**src/rtl/dma_bus_arbiter.sv**
```systemverilog
// -----------------------------------------------------------------------------
// dma_bus_arbiter
//
// Shares the 8088 local bus between the CPU and four DMA channels. Bus
// ownership is negotiated with the CPU through hold/hlda. Once the CPU lets go,
// the bus is granted to one channel at a time with fixed priority (channel 0
// highest). An internal timer raises periodic DRAM refresh requests on
// channel 0.
//
// Ports:
//   clk          system clock
//   rst          asynchronous, active-low reset
//   dreq[3:0]    level-sensitive DMA requests, one per channel
//   mask_we      write strobe for the channel mask register
//   mask_wdata   new mask value (1 = channel masked, refresh included)
//   hlda         hold acknowledge from the processor
//   xfer_done    one-cycle pulse per completed byte transfer
//   hold         bus request to the processor
//   aen          DMA owns the bus, CPU address drivers must float
//   dack[3:0]    one-hot grant to the active channel
//   busy         arbiter is not idle
//   refresh_miss one-cycle pulse when a refresh request is overrun
// -----------------------------------------------------------------------------
module dma_bus_arbiter #(
    parameter int REFRESH_PERIOD = 72,
    parameter int REFRESH_EN     = 1,
    parameter int MAX_BURST      = 1
) (
    input  logic       clk,
    input  logic       rst,
    input  logic [3:0] dreq,
    input  logic       mask_we,
    input  logic [3:0] mask_wdata,
    input  logic       hlda,
    input  logic       xfer_done,
    output logic       hold,
    output logic       aen,
    output logic [3:0] dack,
    output logic       busy,
    output logic       refresh_miss
);

    localparam int                 CNT_W       = $clog2(REFRESH_PERIOD);
    localparam logic [CNT_W-1:0]   CNT_LAST    = CNT_W'(REFRESH_PERIOD - 1);
    localparam logic [4:0]         BURST_LIMIT = 5'(MAX_BURST);

    localparam logic [1:0] ST_IDLE    = 2'd0;
    localparam logic [1:0] ST_REQ     = 2'd1;
    localparam logic [1:0] ST_GRANT   = 2'd2;
    localparam logic [1:0] ST_RELEASE = 2'd3;

    logic [1:0] state_q, state_d;
    logic [1:0] ch_q, ch_d;
    logic [3:0] burst_q, burst_d;
    logic [3:0] mask_q, mask_d;
    logic       hold_q, hold_d;
    logic       aen_q, aen_d;
    logic [3:0] dack_q, dack_d;

    logic       refresh_pending;
    logic       refresh_clear;
    logic [3:0] eff;
    logic [1:0] first_ch;
    logic [4:0] burst_inc;

    // The refresh transfer is the one that completes while channel 0 holds
    // the grant; that is what retires the pending refresh request.
    assign refresh_clear = xfer_done & dack_q[0];

    // -------------------------------------------------------------------------
    // Refresh timer
    // -------------------------------------------------------------------------
    generate
        if (REFRESH_EN != 0) begin : g_refresh
            logic [CNT_W-1:0] cnt_q, cnt_d;
            logic             pend_q, pend_d;
            logic             miss_q, miss_d;
            logic             term;

            always_comb begin
                term   = (cnt_q == CNT_LAST);
                cnt_d  = term ? '0 : cnt_q + CNT_W'(1);
                miss_d = term & pend_q;
                pend_d = pend_q;
                if (refresh_clear) begin
                    pend_d = 1'b0;
                end
                // A new request arriving together with the clear wins.
                if (term) begin
                    pend_d = 1'b1;
                end
            end

            always_ff @(posedge clk or negedge rst) begin
                if (!rst) begin
                    cnt_q  <= '0;
                    pend_q <= 1'b0;
                    miss_q <= 1'b0;
                end else begin
                    cnt_q  <= cnt_d;
                    pend_q <= pend_d;
                    miss_q <= miss_d;
                end
            end

            assign refresh_pending = pend_q;
            assign refresh_miss    = miss_q;
        end else begin : g_no_refresh
            assign refresh_pending = 1'b0;
            assign refresh_miss    = 1'b0;
        end
    endgenerate

    // -------------------------------------------------------------------------
    // Effective requests: refresh rides on channel 0 and obeys its mask bit.
    // -------------------------------------------------------------------------
    generate
        for (genvar gi = 0; gi < 4; gi++) begin : g_eff
            if (gi == 0) begin : g_ch0
                assign eff[gi] = (dreq[gi] | refresh_pending) & ~mask_q[gi];
            end else begin : g_chn
                assign eff[gi] = dreq[gi] & ~mask_q[gi];
            end
        end
    endgenerate

    // Lowest-index active request wins.
    always_comb begin
        first_ch = 2'd0;
        for (int i = 3; i >= 0; i--) begin
            if (eff[i]) begin
                first_ch = 2'(i);
            end
        end
    end

    // Mask changes only influence the next arbitration or the next
    // end-of-transfer decision; an existing grant is left in place.
    always_comb begin
        mask_d = mask_we ? mask_wdata : mask_q;
    end

    // -------------------------------------------------------------------------
    // Bus ownership FSM. Outputs are registered and move together with the
    // state, so aen and dack always switch on the same edge.
    // -------------------------------------------------------------------------
    always_comb begin
        state_d   = state_q;
        ch_d      = ch_q;
        burst_d   = burst_q;
        hold_d    = hold_q;
        aen_d     = aen_q;
        dack_d    = dack_q;
        burst_inc = {1'b0, burst_q} + 5'd1;

        case (state_q)
            ST_IDLE: begin
                if (|eff) begin
                    state_d = ST_REQ;
                    hold_d  = 1'b1;
                end
            end

            ST_REQ: begin
                // No timeout: hold stays up until the CPU answers.
                if (hlda) begin
                    if (|eff) begin
                        state_d = ST_GRANT;
                        ch_d    = first_ch;
                        burst_d = 4'd0;
                        aen_d   = 1'b1;
                        dack_d  = 4'b0001 << first_ch;
                    end else begin
                        // Request vanished while waiting: hand the bus back.
                        state_d = ST_RELEASE;
                        hold_d  = 1'b0;
                    end
                end
            end

            ST_GRANT: begin
                // Higher-priority requests are not allowed to preempt; the
                // grant only ends on a transfer boundary.
                if (xfer_done) begin
                    burst_d = burst_inc[3:0];
                    if ((burst_inc == BURST_LIMIT) || !eff[ch_q]) begin
                        state_d = ST_RELEASE;
                        hold_d  = 1'b0;
                        aen_d   = 1'b0;
                        dack_d  = 4'b0000;
                    end
                end
            end

            ST_RELEASE: begin
                // Returning through IDLE guarantees the CPU at least one
                // cycle of bus ownership between grants.
                if (!hlda) begin
                    state_d = ST_IDLE;
                end
            end

            default: begin
                state_d = ST_IDLE;
                hold_d  = 1'b0;
                aen_d   = 1'b0;
                dack_d  = 4'b0000;
            end
        endcase
    end

    always_ff @(posedge clk or negedge rst) begin
        if (!rst) begin
            state_q <= ST_IDLE;
            ch_q    <= 2'd0;
            burst_q <= 4'd0;
            mask_q  <= 4'b0000;
            hold_q  <= 1'b0;
            aen_q   <= 1'b0;
            dack_q  <= 4'b0000;
        end else begin
            state_q <= state_d;
            ch_q    <= ch_d;
            burst_q <= burst_d;
            mask_q  <= mask_d;
            hold_q  <= hold_d;
            aen_q   <= aen_d;
            dack_q  <= dack_d;
        end
    end

    assign hold = hold_q;
    assign aen  = aen_q;
    assign dack = dack_q;
    assign busy = (state_q != ST_IDLE);

endmodule

```
**config.mk**
```make
export PLATFORM = sky130hd
export DESIGN_NAME = dma_bus_arbiter
export DESIGN_NICKNAME = d
export VERILOG_FILES = /design/src/rtl/dma_bus_arbiter.sv
export SDC_FILE = /design/constraint.sdc
export NUM_CORES = 1
export LEC_CHECK = 0
export ABC_AREA = 1
export CAP_MARGIN = 20
export CELL_PAD_IN_SITES_DETAIL_PLACEMENT = 0
export CELL_PAD_IN_SITES_GLOBAL_PLACEMENT = 2
export CORE_ASPECT_RATIO = 1.1
export CORE_MARGIN = 2
export CORE_UTILIZATION = 32
export DETAILED_ROUTE_END_ITERATION = 6
export PLACE_DENSITY = 0.89
export SLEW_MARGIN = 10
export SYNTH_ARGS = -nofsm -noshare
export SYNTH_HDL_FRONTEND = slang
export SYNTH_SLANG_ARGS = --single-unit
```
**constraint.sdc**
```tcl
create_clock -name clk -period 2.3 [get_ports clk]
set_input_delay 0.46 -clock clk [delete_from_list [all_inputs] [get_ports clk]]
set_output_delay 0.46 -clock clk [all_outputs]
set_load 0.03 [all_outputs]
```
Word-level counts from Yosys, hierarchy flattened
Cells that the tools add are included.
{"block": "op_classes", "n_mux": 33, "order_cmp": 1, "n_shift": 1, "bitwise_logic": 11, "add_sub_neg": 2, "eq_ne": 12, "n_reduce_logical": 13}
{"op": "2-to-1 mux 4 bit", "n": 7}
{"op": "2-to-1 mux 2 bit", "n": 9}
{"op": "one-hot mux 4 bit (2 select lines)", "n": 2}
{"op": "inequality test 2 bit, second input constant", "n": 7}
{"op": "2-to-1 mux 1 bit", "n": 10}
{"op": "AND reduction 5 bit", "n": 2}
{"op": "one-hot mux 2 bit (4 select lines)", "n": 1}
{"op": "adder 7 x 1 -> 7 bit, second input constant", "n": 1}
{"op": "equality test 7 bit, second input constant", "n": 1}
{"op": "2-to-1 mux 7 bit", "n": 1}
{"op": "bitwise AND 1 bit", "n": 6}
{"op": "AND reduction 6 bit", "n": 1}
{"op": "nonzero test 2 bit", "n": 3}
{"op": "adder 4 x 1 -> 5 bit, second input constant", "n": 1}
{"op": "equality test 5 x 1 -> 1 bit, second input constant", "n": 1}
{"op": "equality test 2 bit, second input constant", "n": 2}
{"op": "NOT 1 bit", "n": 4}
{"op": "AND reduction 4 bit", "n": 1}
{"op": "OR reduction 4 bit", "n": 1}
{"op": "left shift 1 x 2 -> 4 bit, first input constant", "n": 1}
{"op": "less-than comparator 2 x 3 -> 1 bit, second input constant", "n": 1}
{"op": "one-hot mux 1 bit (3 select lines)", "n": 1}
{"op": "AND reduction 3 bit", "n": 1}
{"op": "nonzero test 3 bit", "n": 1}
{"op": "7 further kinds", "n": 7}
{"block": "word_totals", "input_bits": 13, "ff_bits": 27, "output_inout_bits": 8, "elab_cells": 83}

Depth between registers and ports, before layout
Gate-level depths: netlist of the first run.
{"block": "logic_depth", "ltp_word": 10, "mapped_depth": 11, "depth_no_buf": 11}

Worst setup path before layout of the first run
OpenSTA, ideal clock, no wires.
{"block": "synth_timing", "path_kind": "register to register", "startpoint": "register state_q[0]", "endpoint": "register aen_q, in the netlist aen", "stages_incl_launch_ff": 12, "n_path_buf": 0, "required_ns": 2.170, "synth_period_minus_slack_ns": 1.664, "setup_ns": 0.130, "t_arrival_ns": 1.534, "slack_ns": 0.636, "path_cell_list": "dfrtp_1 -> inv_1 -> ha_1 -> inv_2 -> or2_1 -> nand2_2 -> a21oi_2 -> nand2_4 -> inv_8 -> nand2_8 -> nand2_1 -> o21ai_0"}
{"block": "synth_between", "elab_chain_len": 3}
{"element": "from (decl)", "line_no": "52", "source": "logic [1:0] state_q, state_d;"}
{"element": "from (signal assigned)", "line_no": "222", "source": "state_q <= state_d;"}
{"element": "equality test 2 bit or equality test 2 x 1 -> 1 bit (tied branches)", "line_no": "156", "source": "case (state_q)"}
{"element": "inequality test 2 bit (no source line) or nonzero test 2 bit (tied branches)"}
{"element": "AND reduction 5 bit (no source line)"}
{"element": "to (signal assigned)", "line_no": "227", "source": "aen_q <= aen_d;"}
{"element": "to (decl)", "line_no": "57", "source": "logic aen_q, aen_d;"}
Parallel ways exist; a longest one is shown, timed or not.
A chain may end at the register's enable or synchronous reset.

Worst setup path after layout of the first run
{"block": "layout_timing", "startpoint": "register state_q[0]", "endpoint": "register hold_q, in the netlist hold"}
{"block": "layout_between", "elab_chain_len": 3}
{"element": "equality test 2 x 1 -> 1 bit, or another cell as far along", "line_no": "156"}
{"element": "inequality test 2 bit (no source line) or nonzero test 3 bit (tied branches)"}
{"element": "AND reduction 6 bit (no source line)"}
{"element": "to (signal assigned)", "line_no": "226", "source": "hold_q <= hold_d;"}
{"element": "to (decl)", "line_no": "56", "source": "logic hold_q, hold_d;"}
Parallel ways exist; a longest one is shown, timed or not.

==> flow_summary.html, run 1 <==
<table>
<tr><th>Metric</th><th>Value</th></tr>
<tr><th colspan="2">Outcome</th></tr>
<tr><td>Outcome</td><td>complete, no violations</td></tr>
<tr><th colspan="2">Worst setup path</th></tr>
<tr><td>Buf+Inv Stages, Crit Path</td><td>2</td></tr>
<tr><td>Kind of cell with the highest combined delay on the critical path</td><td>simple AND/OR/NAND/NOR gates</td></tr>
<tr><td>Critical path's slowest cell</td><td>dfrtp_1</td></tr>
<tr><td>Critical path startpoint category</td><td>flop</td></tr>
<tr><td>Critical path type</td><td>reg2reg</td></tr>
<tr><td>Critical Path Sink Type</td><td>flop</td></tr>
<tr><td>Critical path, cell by cell</td><td>inv_1 &gt; ha_1 &gt; inv_2 &gt; or2_1 &gt; nand2_2 &gt; or2_1 &gt; nor2_1 &gt; nand3_1 &gt; nand2_1 &gt; nand2_1</td></tr>
<tr><td>Critical Path RT</td><td>2.47 ns</td></tr>
<tr><td>Critical Path Fanout Max</td><td>7</td></tr>
<tr><td>Data arrival time of the critical path</td><td>2.07 ns</td></tr>
<tr><td>Delay of the slowest cell on the worst path</td><td>0.45 ns</td></tr>
<tr><th colspan="2">CTS</th></tr>
<tr><td>Hold bufs inserted after CTS</td><td>0</td></tr>
<tr><td>Clock root buffer</td><td>clkbuf_8</td></tr>
<tr><td>Largest buffer count on any clock path</td><td>2</td></tr>
<tr><td>Htree depth</td><td>1</td></tr>
<tr><td>Number of gates resized after cts</td><td>0</td></tr>
<tr><td>Number of buffers inserted during clock tree synthesis</td><td>3</td></tr>
<tr><td>Clock-pin transition on the worst setup and hold timing paths</td><td>0.09 ns</td></tr>
<tr><td>Number of buffers inserted to repair setup after CTS</td><td>0</td></tr>
<tr><td>Clock tree sinks</td><td>27</td></tr>
<tr><td>Clock latency of the later-clocked register in the worst-skew pair</td><td>0.27 ns</td></tr>
<tr><td>Clock tree from TritonCTS</td><td>done</td></tr>
<tr><th colspan="2">Drt</th></tr>
<tr><td>Post-detailed-route wirelength per cell</td><td>11.2 um</td></tr>
<tr><td>Iteration-0 DRC Markers</td><td>30</td></tr>
<tr><td>Number of optimization iterations in the first detailed-route pass</td><td>4</td></tr>
<tr><td>Total wire length</td><td>2870 um</td></tr>
<tr><td>Number of antenna-violating nets in the routed design</td><td>0</td></tr>
<tr><td>Via Count</td><td>1186</td></tr>
<tr><td>Remaining DRCs</td><td>0</td></tr>
<tr><td>Number of vias per cell after detailed routing</td><td>4.63</td></tr>
<tr><th colspan="2">Timing</th></tr>
<tr><td>Relative slew slack</td><td>0.668</td></tr>
<tr><td>Final setup violation count</td><td>0</td></tr>
<tr><td>Setup TNS</td><td>0 ns</td></tr>
<tr><td>Highest clock frequency the design can meet</td><td>526 MHz</td></tr>
<tr><td>Maximum clock skew at final layout</td><td>0.00217 ns</td></tr>
<tr><td>Setup repair after global routing missed its margin</td><td>false</td></tr>
<tr><td>Worst-margin pin slew</td><td>0.493 ns</td></tr>
<tr><td>Pins over their slew limit</td><td>0</td></tr>
<tr><td>Tmin final</td><td>1.90 ns</td></tr>
<tr><td>Share of the clock period used by the worst path</td><td>0.826</td></tr>
<tr><td>Final hold vios</td><td>0</td></tr>
<tr><th colspan="2">Synthesis</th></tr>
<tr><td>Synth warnings</td><td>0</td></tr>
<tr><td>Top area cells in the synthesized netlist</td><td>dfrtp_1 (46%), nand2_1 (12%), ha_1 (7.7%), inv_1 (6.1%), nand3_1 (4.8%)</td></tr>
<tr><td>Number of nets produced by synthesis</td><td>199</td></tr>
<tr><td>Per-instance average area after synthesis</td><td>8.30 um^2</td></tr>
<tr><td>Flip-flop and latch count after synthesis</td><td>27</td></tr>
<tr><td>Post-synthesis cell type count</td><td>23</td></tr>
<tr><td>Netlist area before placement</td><td>1470 um^2</td></tr>
<tr><td>Gate count after technology mapping</td><td>177</td></tr>
<tr><td>Synth top area share</td><td>0.460</td></tr>
<tr><td>Post-synthesis cell type with the largest combined area</td><td>dfrtp_1</td></tr>
<tr><td>Share of the yosys chip area belonging to registers</td><td>0.460</td></tr>
<tr><th colspan="2">Placed design</th></tr>
<tr><td>Routability congestion estimate from global placement</td><td>0.770</td></tr>
<tr><td>HPWL Detailed</td><td>2340 um</td></tr>
<tr><td>Count of buffers inserted at the top-level ports</td><td>20</td></tr>
<tr><th colspan="2">GRT</th></tr>
<tr><td>Total GRT Usage</td><td>0.129</td></tr>
<tr><td>Remaining global-route overflow</td><td>0</td></tr>
<tr><td>Initial antenna violation count</td><td>0</td></tr>
<tr><td>Maximum number of pins on one net before global-route repair</td><td>28</td></tr>
<tr><td>First-pass GRT wire length</td><td>5020 um</td></tr>
<tr><td>Via count of the first global-routing pass</td><td>1199</td></tr>
<tr><th colspan="2">Die</th></tr>
<tr><td>Die span in y</td><td>75.1 um</td></tr>
<tr><td>Core Area</td><td>4350 um^2</td></tr>
<tr><td>Top-level port count</td><td>21</td></tr>
<tr><td>Initial standard-cell utilization of the core</td><td>0.338</td></tr>
<tr><td>Die X-Extent</td><td>68.6 um</td></tr>
<tr><td>Die Area</td><td>5150 um^2</td></tr>
<tr><td>FP Rows</td><td>25</td></tr>
<tr><th colspan="2">Job</th></tr>
<tr><td>Number of maximum-capacitance violations</td><td>0</td></tr>
<tr><th colspan="2">Pwr</th></tr>
<tr><td>P per Cell Area</td><td>1030 nW/um^2</td></tr>
<tr><td>Peak supply drop</td><td>0.529 mV</td></tr>
<tr><td>Static Leak</td><td>0.000873 uW</td></tr>
<tr><th colspan="2">Final layout</th></tr>
<tr><td>Count of antenna diodes in the layout</td><td>0</td></tr>
<tr><td>Fraction of layout instances using a drive strength above 1</td><td>0.0941</td></tr>
<tr><td>Post-synthesis to final-layout area growth</td><td>22.0%</td></tr>
<tr><td>Post-Route Utilization</td><td>0.412</td></tr>
<tr><td>Post-layout net count</td><td>225</td></tr>
<tr><th colspan="2">Hold path</th></tr>
<tr><td>Type of the most critical hold path</td><td>reg2reg</td></tr>
</table>
==> Yosys cell counts <==
cell and count:
inv_8 1, nand4_1 4, inv_1 24, nand2_2 3, o21ai_0 11, nor3_1 1
dfrtp_1 27, a21oi_2 1, inv_2 1, or2_1 2, o21ai_1 1, nor2_2 1
xor2_1 4, or2_2 1, nand2_8 1, a21oi_1 5, nand2_1 48, nand2_4 1
o21ai_2 5, nand3_1 14, nor2_1 11, nor4_1 1, ha_1 9
==> power by group <==
group,switching (uW),internal (uW),leakage (uW),total (uW)
clock,142,124,0.0000228,266
combinational,571,349,0.000508,921
sequential,89.5,576,0.000342,666
total,803,1050,0.000873,1850
==> stage by stage <==
stage / hold WS (ns) / worst slack, ns / area, um^2 / power [uW] / std cells
CTS: 0.471 / 0.0270 / 1790 / 1880 / 256
floorplan: 0.164 / 0.636 / 1470 / 1330 / 177
finish: 0.465 / 0.400 / 1790 / 1850 / 256
detailed placement: 0.458 / 0.338 / 1740 / 1610 / 252
global route: 0.500 / 0.209 / 1790 / 2020 / 256
global placement: 0.447 / 0.352 / 1740 / 1580 / 252
==> worst paths after layout <==
check                                    from                 end  slack (ns)  depth (start not counted)
min reg2reg                g_refresh.cnt_q[0]  g_refresh.cnt_q[0]        0.47                          1
max in group asynchronous                 rst             dack[0]        1.48                          2
max reg2reg                        state_q[0]                hold        0.40                         10
max                                state_q[0]                hold        0.40                         10
min                        g_refresh.cnt_q[0]  g_refresh.cnt_q[0]        0.47                          1
min in group asynchronous                 rst           mask_q[3]        0.56                          2
==> registers in the layout, summed over array words and instances, names as in the netlist <==
signal / count
g_refresh.cnt_q: 7
aen: 1
dack: 4
g_refresh.pend_q: 1
ch_q: 2
mask_q: 4
burst_q: 4
state_q: 2
hold: 1
refresh_miss: 1
==> worst reg2reg max path, stage by stage (launching register included) <==
cell     delay (ns)
dfrtp_1        0.45
inv_1          0.13
ha_1           0.31
inv_2          0.15
or2_1          0.13
nand2_2        0.07
or2_1          0.20
nor2_1         0.16
nand3_1        0.09
nand2_1        0.06
nand2_1        0.04
==> routing by layer <==
metal,up-vias,global-route usage,share of wire
met3,8,0.0135,0.021
met4,0,0.0733,0.028
met5,-,0,0
met2,20,0.229,0.50
li1,615,-,-
met1,543,0.151,0.46
==> placed cells by master, fill, tap and decap left out, types with 2 or more instances in the layout <==
cell,n
inv_1,24
o21ai_2,5
clkbuf_8,3
a21oi_1,5
nor2_1,11
nand3_1,14
or2_1,2
nand2_1,48
nand4_1,4
dfrtp_1,27
xor2_1,4
o21ai_0,11
nand2_2,3
clkdlybuf4s50_1,19
ha_1,9
==> kinds of logic (layout without fill, tap and decap cells) <==
kind of cell,Yosys count,count (layout),synth area share
adders and majority gates,9,9,0.0767
xor gates and xnor gates,4,4,0.0238
buffers and inverters,26,51,0.0715
DFF,27,27,0.460
AOI/OAI and AO/OA,23,23,0.0937
and+or+nand+nor,88,88,0.274
==> area by class of cell <==
type                            count  area (um^2)
Clock buffer                        4         45.0
Fill cell                         436         2560
Inverter                           26          105
Multi-Input combinational cell    124          688
Sequential cell                    27          676
Tap cell                           54         67.6
Timing Repair Buffer               21          210
Power figures use the tool's default switching activity.
==> run 2, diff against run 1 <==
--- a/config.mk
+++ b/config.mk
@@ -11,9 +11,9 @@
 export CELL_PAD_IN_SITES_GLOBAL_PLACEMENT = 2
 export CORE_ASPECT_RATIO = 1.1
 export CORE_MARGIN = 2
-export CORE_UTILIZATION = 32
+export CORE_UTILIZATION = 29
 export DETAILED_ROUTE_END_ITERATION = 6
-export PLACE_DENSITY = 0.89
+export PLACE_DENSITY = 0.85
 export SLEW_MARGIN = 10
 export SYNTH_ARGS = -nofsm -noshare
 export SYNTH_HDL_FRONTEND = slang
==> constraint.sdc (replaced) <==
create_clock -name clk -period 1.6 [get_ports clk]
set_input_delay 0.32 -clock clk [delete_from_list [all_inputs] [get_ports clk]]
set_output_delay 0.32 -clock clk [all_outputs]
set_load 0.03 [all_outputs]
==> flow_summary.html, run 2 (synthesis results as in run 1) <==
<table>
<tr><th>Metric</th><th>Value</th></tr>
<tr><th colspan="2">Placed design</th></tr>
<tr><td>Cell area after placement</td><td>1850 um^2 (+6.3%)</td></tr>
<tr><td>Placed Cells</td><td>270 (+7.1%)</td></tr>
<tr><td>Count of buffers inserted at the top-level ports</td><td>20 (unchanged)</td></tr>
<tr><td>Placement Setup Slack</td><td>-0.167 ns (-0.505 ns)</td></tr>
<tr><td>Routability congestion estimate from global placement</td><td>0.836 (+8.7%)</td></tr>
<tr><td>HPWL Detailed</td><td>2340 um (+0.14%)</td></tr>
<tr><th colspan="2">Final layout</th></tr>
<tr><td>Most common cell after layout, fill and taps aside</td><td>nand2_1</td></tr>
<tr><td>Count of antenna diodes in the layout</td><td>0 (unchanged)</td></tr>
<tr><td>Biggest register</td><td>g_refresh.cnt_q</td></tr>
<tr><td>Final cell area excluding filler cells</td><td>2030 um^2 (+13%)</td></tr>
<tr><td>Final Non-Filler Cells</td><td>278 (+8.6%)</td></tr>
<tr><td>Flip-flop count of the largest register, all copies and words added</td><td>7 (unchanged)</td></tr>
<tr><td>Post-synthesis to final-layout area growth</td><td>37.9%</td></tr>
<tr><td>Fraction of layout instances using a drive strength above 1</td><td>0.236 (+0.142)</td></tr>
<tr><td>Post-layout net count</td><td>243 (+8.0%)</td></tr>
<tr><td>Most frequent cells in the layout</td><td>nand2_1 (48), dfrtp_1 (27), inv_1 (20)</td></tr>
<tr><th colspan="2">GRT</th></tr>
<tr><td>Maximum number of pins on one net before global-route repair</td><td>28 (unchanged)</td></tr>
<tr><td>Remaining global-route overflow</td><td>0 (unchanged)</td></tr>
<tr><td>Initial antenna violation count</td><td>0 (unchanged)</td></tr>
<tr><td>Via count of the first global-routing pass</td><td>1199 (unchanged)</td></tr>
<tr><td>First-pass GRT wire length</td><td>5090 um (+1.4%)</td></tr>
<tr><td>Total GRT Usage</td><td>0.114 (-0.0154)</td></tr>
<tr><th colspan="2">Worst setup path</th></tr>
<tr><td>Critical Path Sink Type</td><td>primary output</td></tr>
<tr><td>Worst flop-to-flop path startpoint</td><td>state_q[0]</td></tr>
<tr><td>Most Frequent Cell on Critical Path</td><td>inv_2</td></tr>
<tr><td>Kind of cell with the highest combined delay on the critical path</td><td>flip-flops</td></tr>
<tr><td>Worst flop-to-flop path endpoint</td><td>dack[3]</td></tr>
<tr><td>Critical path type</td><td>reg2out</td></tr>
<tr><td>Critical Path RT</td><td>1.28 ns (-1.19 ns)</td></tr>
<tr><td>Buf+Inv Stages, Crit Path</td><td>4 (+2)</td></tr>
<tr><td>Critical path, cell by cell</td><td>inv_2 &gt; buf_4 &gt; ha_4 &gt; inv_2 &gt; buf_6</td></tr>
<tr><td>Delay of the slowest cell on the worst path</td><td>0.43 ns (-0.02 ns)</td></tr>
<tr><td>Worst setup path startpoint</td><td>state_q[1]</td></tr>
<tr><td>Worst R2R Path Depth</td><td>11 (+1)</td></tr>
<tr><td>Data arrival time of the critical path</td><td>1.24 ns (-0.83 ns)</td></tr>
<tr><td>Endpoint of the worst setup timing path</td><td>busy</td></tr>
<tr><td>Critical path startpoint category</td><td>flop</td></tr>
<tr><td>Cell depth of the worst setup path</td><td>5 (-5)</td></tr>
<tr><td>Critical path's slowest cell</td><td>dfrtp_1</td></tr>
<tr><td>Reg2Reg Setup Slack</td><td>0.09 ns (-0.31 ns)</td></tr>
<tr><td>Critical Path Fanout Max</td><td>3 (-4)</td></tr>
<tr><th colspan="2">CTS</th></tr>
<tr><td>Clock root buffer</td><td>clkbuf_8</td></tr>
<tr><td>Clock latency of the later-clocked register in the worst-skew pair</td><td>0.27 ns (about the same)</td></tr>
<tr><td>Number of buffers inserted during clock tree synthesis</td><td>3 (unchanged)</td></tr>
<tr><td>Clock tree from TritonCTS</td><td>done</td></tr>
<tr><td>Htree depth</td><td>1 (unchanged)</td></tr>
<tr><td>Clock-pin transition on the worst setup and hold timing paths</td><td>0.09 ns (about the same)</td></tr>
<tr><td>Largest buffer count on any clock path</td><td>2 (unchanged)</td></tr>
<tr><td>Clock tree sinks</td><td>27 (unchanged)</td></tr>
<tr><th colspan="2">Pwr</th></tr>
<tr><td>Clock share of power</td><td>0.123 (-0.020)</td></tr>
<tr><td>Comb power frac</td><td>0.576 (+0.079)</td></tr>
<tr><td>Switching power of the nets</td><td>1320 uW (+65%)</td></tr>
<tr><td>Cell-internal power</td><td>1770 uW (+69%)</td></tr>
<tr><td>Static Leak</td><td>0.00101 uW (+16%)</td></tr>
<tr><td>P per Cell Area</td><td>1530 nW/um^2 (+48%)</td></tr>
<tr><td>Sw Ratio</td><td>0.427 (-0.00621)</td></tr>
<tr><td>Reg power frac</td><td>0.301 (-0.059)</td></tr>
<tr><td>Peak supply drop</td><td>0.578 mV (+9.3%)</td></tr>
<tr><th colspan="2">Die</th></tr>
<tr><td>Top-level port count</td><td>21 (unchanged)</td></tr>
<tr><td>Die Area</td><td>5650 um^2 (+9.8%)</td></tr>
<tr><td>FP Rows</td><td>27 (+8.0%)</td></tr>
<tr><td>Initial standard-cell utilization of the core</td><td>0.298 (-0.0400)</td></tr>
<tr><td>Core Area</td><td>4930 um^2 (+13%)</td></tr>
<tr><td>Die span in y</td><td>78.6 um (+4.8%)</td></tr>
<tr><td>Die X-Extent</td><td>71.9 um (+4.8%)</td></tr>
<tr><th colspan="2">Drt</th></tr>
<tr><td>Post-detailed-route wirelength per cell</td><td>10.9 um (-3.2%)</td></tr>
<tr><td>Number of vias per cell after detailed routing</td><td>4.42 (-4.6%)</td></tr>
<tr><td>Remaining DRCs</td><td>0 (unchanged)</td></tr>
<tr><td>Number of optimization iterations in the first detailed-route pass</td><td>4 (unchanged)</td></tr>
<tr><td>Via Count</td><td>1229 (+3.6%)</td></tr>
<tr><td>Total wire length</td><td>3020 um (+5.1%)</td></tr>
<tr><td>Number of antenna-violating nets in the routed design</td><td>0 (unchanged)</td></tr>
<tr><td>Iteration-0 DRC Markers</td><td>70 (+130%)</td></tr>
<tr><th colspan="2">Timing</th></tr>
<tr><td>Smallest setup slack after layout</td><td>0.0430 ns (-0.357 ns)</td></tr>
<tr><td>Maximum clock skew at final layout</td><td>0.00270 ns (+0.000521 ns)</td></tr>
<tr><td>Final hold vios</td><td>0 (unchanged)</td></tr>
<tr><td>Tmin final</td><td>1.56 ns</td></tr>
<tr><td>Highest clock frequency the design can meet</td><td>642 MHz</td></tr>
<tr><td>Worst-margin pin slew</td><td>0.355 ns (-0.139 ns)</td></tr>
<tr><td>Pins over their slew limit</td><td>0 (unchanged)</td></tr>
<tr><td>Setup repair after global routing missed its margin</td><td>true</td></tr>
<tr><td>Worst hold slack</td><td>0.412 ns (-0.0537 ns)</td></tr>
<tr><td>Relative slew slack</td><td>0.764 (+0.0954)</td></tr>
<tr><td>Share of the clock period used by the worst path</td><td>0.973</td></tr>
<tr><td>Final setup violation count</td><td>0 (unchanged)</td></tr>
<tr><th colspan="2">Outcome</th></tr>
<tr><td>Outcome</td><td>complete, no violations</td></tr>
<tr><th colspan="2">Job</th></tr>
<tr><td>Number of maximum-capacitance violations</td><td>0 (unchanged)</td></tr>
<tr><th colspan="2">Hold path</th></tr>
<tr><td>Type of the most critical hold path</td><td>in2async</td></tr>
</table>
==> run 2: cell count changes in the layout (fill, tap and decap cells not counted), moves of 3 or more <==
cell / change
buf_4: +16
clkdlybuf4s50_1: -7
dlygate4sd2_1: +6
ha_1: -4
inv_1: -4
inv_2: +4
ha_4: +3
nand2_4: +3
o21ai_0: -3
o21ai_1: +3
==> run 2: worst min-delay path by stage <==
stage / startpoint / cells past startpoint / slack, ns / endpoint
after global routing: rst / 2 / 0.46 / mask_q[2]
after floorplan: rst / 0 / 0.02 / aen
final: rst / 2 / 0.41 / mask_q[3]
after CTS: rst / 2 / 0.43 / mask_q[3]
after global placement: g_refresh.cnt_q[0] / 1 / 0.45 / g_refresh.cnt_q[0]
after detailed placement: g_refresh.cnt_q[0] / 1 / 0.46 / g_refresh.cnt_q[0]
==> run 2: layout make-up <==
class,instances,area (um^2)
multi-input combinational,125,791
sequential,27,676
clock inverter,1,5.00
timing repair buffer,38,335
fill,519,2910
inverter,26,105
tap,58,72.6
clock buffer,3,41.3
==> run 2: worst reg2reg max path, stage by stage, from the launching register on <==
cell and delay [ns]:
dfrtp_1 0.41, buf_6 0.13, ha_4 0.16, inv_2 0.05, or2_4 0.11, nand2_4 0.05
a21oi_4 0.13, nand2_4 0.09, inv_8 0.09, nand2_4 0.08, nand2_1 0.08, o21ai_2 0.05
==> run 2: timing repair <==
action | in CTS | in global routing
setup endpoints to repair | 12 | 17
gates cloned | 0 | 1
gates resized for setup | 9 | 23
pin swaps | 0 | 3
hold buffers | 0 | 0
setup buffers | 0 | 3
==> run 2: stage by stage <==
stage,utilization,power (uW),TNS (ns)
after CTS,0.385,2880,0
after detailed placement,0.376,2520,-1.91
after global placement,0.376,2510,-1.90
after global routing,0.411,3360,-0.0290
final,0.411,3090,0
after floorplan,-,1920,0
==> run 2: routing by layer <==
metal	global-route usage	part of all wire	wire length, um
met1	0.145	0.47	1420
met2	0.190	0.49	1480
met3	0.0167	0.023	68
met4	0.0509	0.017	51
met5	0	0	0
==> run 2: power groups by stage <==
stage	logic (uW)	clock network (uW)	registers, uW
final	1780	379	932
after global routing	1980	423	950
after CTS	1550	398	934
after detailed placement	1580	0	947
after global placement	1560	0	948
after floorplan	847	0	1070
==> run 3, diff against run 2 <==
--- a/config.mk
+++ b/config.mk
@@ -10,10 +10,10 @@
 export CELL_PAD_IN_SITES_DETAIL_PLACEMENT = 0
 export CELL_PAD_IN_SITES_GLOBAL_PLACEMENT = 2
 export CORE_ASPECT_RATIO = 1.1
-export CORE_MARGIN = 2
-export CORE_UTILIZATION = 29
+export CORE_UTILIZATION = 33
 export DETAILED_ROUTE_END_ITERATION = 6
-export PLACE_DENSITY = 0.85
+export DONT_BUFFER_PORTS = 1
+export PLACE_DENSITY = 0.83
 export SLEW_MARGIN = 10
 export SYNTH_ARGS = -nofsm -noshare
 export SYNTH_HDL_FRONTEND = slang
==> flow_summary.html, run 3 (synthesis results as in run 1) <==
<table>
<tr><th>Metric</th><th>Value</th></tr>
<tr><th colspan="2">Outcome</th></tr>
<tr><td>Outcome</td><td>complete, no violations</td></tr>
<tr><th colspan="2">Final layout</th></tr>
<tr><td>Count of antenna diodes in the layout</td><td>0 (unchanged)</td></tr>
<tr><td>Most frequent cells in the layout</td><td>nand2_1 (48), dfrtp_1 (27), inv_1 (21)</td></tr>
<tr><td>Flip-flop count of the largest register, all copies and words added</td><td>7 (unchanged)</td></tr>
<tr><td>Post-Route Utilization</td><td>0.399 (-0.0113)</td></tr>
<tr><td>Fill cells</td><td>442 (-15%)</td></tr>
<tr><td>Biggest register</td><td>g_refresh.cnt_q</td></tr>
<tr><td>Sequential cell area</td><td>676 um^2 (unchanged)</td></tr>
<tr><td>Multi-input logic area</td><td>713 um^2 (-9.8%)</td></tr>
<tr><td>Post-layout net count</td><td>215 (-12%)</td></tr>
<tr><td>Post-synthesis to final-layout area growth</td><td>16.5%</td></tr>
<tr><td>Final Non-Filler Cells</td><td>246 (-12%)</td></tr>
<tr><td>Final cell area excluding filler cells</td><td>1710 um^2 (-16%)</td></tr>
<tr><td>Most common cell after layout, fill and taps aside</td><td>nand2_1</td></tr>
<tr><td>Fraction of layout instances using a drive strength above 1</td><td>0.188 (-0.0489)</td></tr>
<tr><th colspan="2">Worst setup path</th></tr>
<tr><td>Worst R2R Path Depth</td><td>11 (unchanged)</td></tr>
<tr><td>Worst flop-to-flop path startpoint</td><td>state_q[1]</td></tr>
<tr><td>Critical Path RT</td><td>1.82 ns (+0.54 ns)</td></tr>
<tr><td>Critical Path Fanout Max</td><td>10 (+7)</td></tr>
<tr><td>Data arrival time of the critical path</td><td>1.81 ns (+0.57 ns)</td></tr>
<tr><td>Critical path startpoint category</td><td>flop</td></tr>
<tr><td>Critical path type</td><td>reg2reg</td></tr>
<tr><td>Worst flop-to-flop path endpoint</td><td>dack[2]</td></tr>
<tr><td>Reg2Reg Setup Slack</td><td>0.01 ns (-0.08 ns)</td></tr>
<tr><td>Critical Path Sink Type</td><td>flop</td></tr>
<tr><th colspan="2">Die</th></tr>
<tr><td>Core Area</td><td>4290 um^2 (-13%)</td></tr>
<tr><td>FP Rows</td><td>25 (-7.4%)</td></tr>
<tr><td>Top-level port count</td><td>21 (unchanged)</td></tr>
<tr><td>Die Area</td><td>4720 um^2 (-16%)</td></tr>
<tr><td>Initial standard-cell utilization of the core</td><td>0.343 (+0.0450)</td></tr>
<tr><td>Die X-Extent</td><td>65.6 um (-8.7%)</td></tr>
<tr><td>Die span in y</td><td>72.0 um (-8.5%)</td></tr>
<tr><th colspan="2">Hold path</th></tr>
<tr><td>Hold-critical path depth</td><td>1</td></tr>
<tr><td>Launch point of the worst hold path</td><td>mask_we</td></tr>
<tr><td>Type of the most critical hold path</td><td>in2reg</td></tr>
<tr><td>Worst Hold Path EP</td><td>mask_q[2]</td></tr>
<tr><th colspan="2">Timing</th></tr>
<tr><td>Pins over their slew limit</td><td>0 (unchanged)</td></tr>
<tr><td>Highest clock frequency the design can meet</td><td>629 MHz (-2.0%)</td></tr>
<tr><td>Smallest setup slack after layout</td><td>0.0106 ns (-0.0324 ns)</td></tr>
<tr><td>Maximum clock skew at final layout</td><td>0.0108 ns (+0.00815 ns)</td></tr>
<tr><td>Share of the clock period used by the worst path</td><td>0.993 (+0.0202)</td></tr>
<tr><td>Final setup violation count</td><td>0 (unchanged)</td></tr>
<tr><td>Tmin final</td><td>1.59 ns (+0.0324 ns)</td></tr>
<tr><td>Relative slew slack</td><td>0.772 (+0.00857)</td></tr>
<tr><td>Worst-margin pin slew</td><td>0.339 ns (-0.0160 ns)</td></tr>
<tr><td>Final hold vios</td><td>0 (unchanged)</td></tr>
<tr><td>Setup repair after global routing missed its margin</td><td>true</td></tr>
<tr><th colspan="2">CTS</th></tr>
<tr><td>Largest buffer count on any clock path</td><td>2 (unchanged)</td></tr>
<tr><td>Clock tree from TritonCTS</td><td>done</td></tr>
<tr><td>Clock latency of the later-clocked register in the worst-skew pair</td><td>0.28 ns (about the same)</td></tr>
<tr><td>Clock-pin transition on the worst setup and hold timing paths</td><td>0.11 ns (+0.02 ns)</td></tr>
<tr><td>Clock root buffer</td><td>clkbuf_8</td></tr>
<tr><td>Number of buffers inserted during clock tree synthesis</td><td>3 (unchanged)</td></tr>
<tr><td>Clock tree sinks</td><td>27 (unchanged)</td></tr>
<tr><td>Htree depth</td><td>1 (unchanged)</td></tr>
<tr><th colspan="2">Placed design</th></tr>
<tr><td>Placed Cells</td><td>238 (-12%)</td></tr>
<tr><td>Count of buffers inserted at the top-level ports</td><td>0 (-100%)</td></tr>
<tr><td>Placement Setup Slack</td><td>-0.0270 ns (+0.140 ns)</td></tr>
<tr><td>Cell area after placement</td><td>1590 um^2 (-14%)</td></tr>
<tr><td>Routability congestion estimate from global placement</td><td>0.823 (-1.7%)</td></tr>
<tr><td>HPWL Detailed</td><td>2240 um (-4.2%)</td></tr>
<tr><th colspan="2">GRT</th></tr>
<tr><td>Maximum number of pins on one net before global-route repair</td><td>28 (unchanged)</td></tr>
<tr><td>Total GRT Usage</td><td>0.141 (+0.0273)</td></tr>
<tr><td>Via count of the first global-routing pass</td><td>1173 (-2.2%)</td></tr>
<tr><td>Initial antenna violation count</td><td>0 (unchanged)</td></tr>
<tr><td>First-pass GRT wire length</td><td>5110 um (+0.39%)</td></tr>
<tr><td>Remaining global-route overflow</td><td>0 (unchanged)</td></tr>
<tr><th colspan="2">Pwr</th></tr>
<tr><td>P per Cell Area</td><td>1610 nW/um^2 (+5.2%)</td></tr>
<tr><td>Post-layout power</td><td>2750 uW (-11%)</td></tr>
<tr><td>Static Leak</td><td>0.000852 uW (-16%)</td></tr>
<tr><td>Peak supply drop</td><td>0.797 mV (+38%)</td></tr>
<tr><th colspan="2">Drt</th></tr>
<tr><td>Total wire length</td><td>2840 um (-5.8%)</td></tr>
<tr><td>Iteration-0 DRC Markers</td><td>34 (-51%)</td></tr>
<tr><td>Number of vias per cell after detailed routing</td><td>4.61 (+4.2%)</td></tr>
<tr><td>Via Count</td><td>1133 (-7.8%)</td></tr>
<tr><td>Post-detailed-route wirelength per cell</td><td>11.6 um (+6.5%)</td></tr>
<tr><td>Number of antenna-violating nets in the routed design</td><td>0 (unchanged)</td></tr>
<tr><td>Remaining DRCs</td><td>0 (unchanged)</td></tr>
<tr><td>Number of optimization iterations in the first detailed-route pass</td><td>4 (unchanged)</td></tr>
<tr><th colspan="2">Job</th></tr>
<tr><td>Number of maximum-capacitance violations</td><td>0 (unchanged)</td></tr>
</table>
[run 3: routing by layer]
metal,share of wire,GRT usage,vias to the layer above
met5,0,0,-
met4,0.0084,0.0507,0
met3,0.049,0.0362,2
met2,0.49,0.251,17
met1,0.46,0.163,523
li1,-,-,591
[run 3: worst max-delay path, stage by stage (launching register included)]
cell	delay (ns)
dfrtp_1	0.44
inv_2	0.09
ha_2	0.18
inv_2	0.03
or2_2	0.27
nand2_2	0.08
a21oi_2	0.05
nand2_4	0.09
inv_8	0.05
nand2_8	0.09
nand2_1	0.08
o21ai_2	0.07
[run 3: repair_timing]
| item | 4_1_cts | 5_1_grt |
|---|---|---|
| endpoints found under the hold margin | 27 | 0 |
| pin swaps | 1 | 2 |
| cloned | 0 | 0 |
| gates resized for setup | 3 | 5 |
| hold buffers | 2 | 0 |
| endpoints found under the setup margin | 6 | 12 |
| setup buffers | 1 | 1 |
[run 3: worst max-delay path by stage]
stage | startpoint | endpoint | slack [ns] | cells past startpoint
after floorplan | state_q[0] | aen | 0.02 | 11
after global placement | state_q[0] | hold | -0.004 | 10
after detailed placement | state_q[1] | dack[2] | -0.03 | 11
after CTS | state_q[1] | dack[2] | -0.02 | 11
after global routing | state_q[1] | dack[2] | -0.09 | 11
final | state_q[1] | dack[2] | 0.01 | 11
[run 3: metrics by stage]
step                      setup TNS [ns]  hold WS (ns)
final                                  0         0.130
after global routing              -0.649         0.125
after CTS                        -0.0247         0.125
after detailed placement         -0.0750        0.0253
after global placement          -0.00401        0.0251
after floorplan                        0        0.0244
[run 3: power breakdown]
group	internal [uW]	switching [uW]	total, uW
clock network	183	243	426
registers	827	242	1070
logic	497	758	1250
total	1510	1240	2750
[run 3: layout make-up]
class,count,share of cell area
repair buffers,11,0.0570
clock inverters,1,0.00512
well taps,54,0.0395
flip-flops and latches,27,0.395
multi-input cells,124,0.417
clock buffers,3,0.0241
inverters,26,0.0629
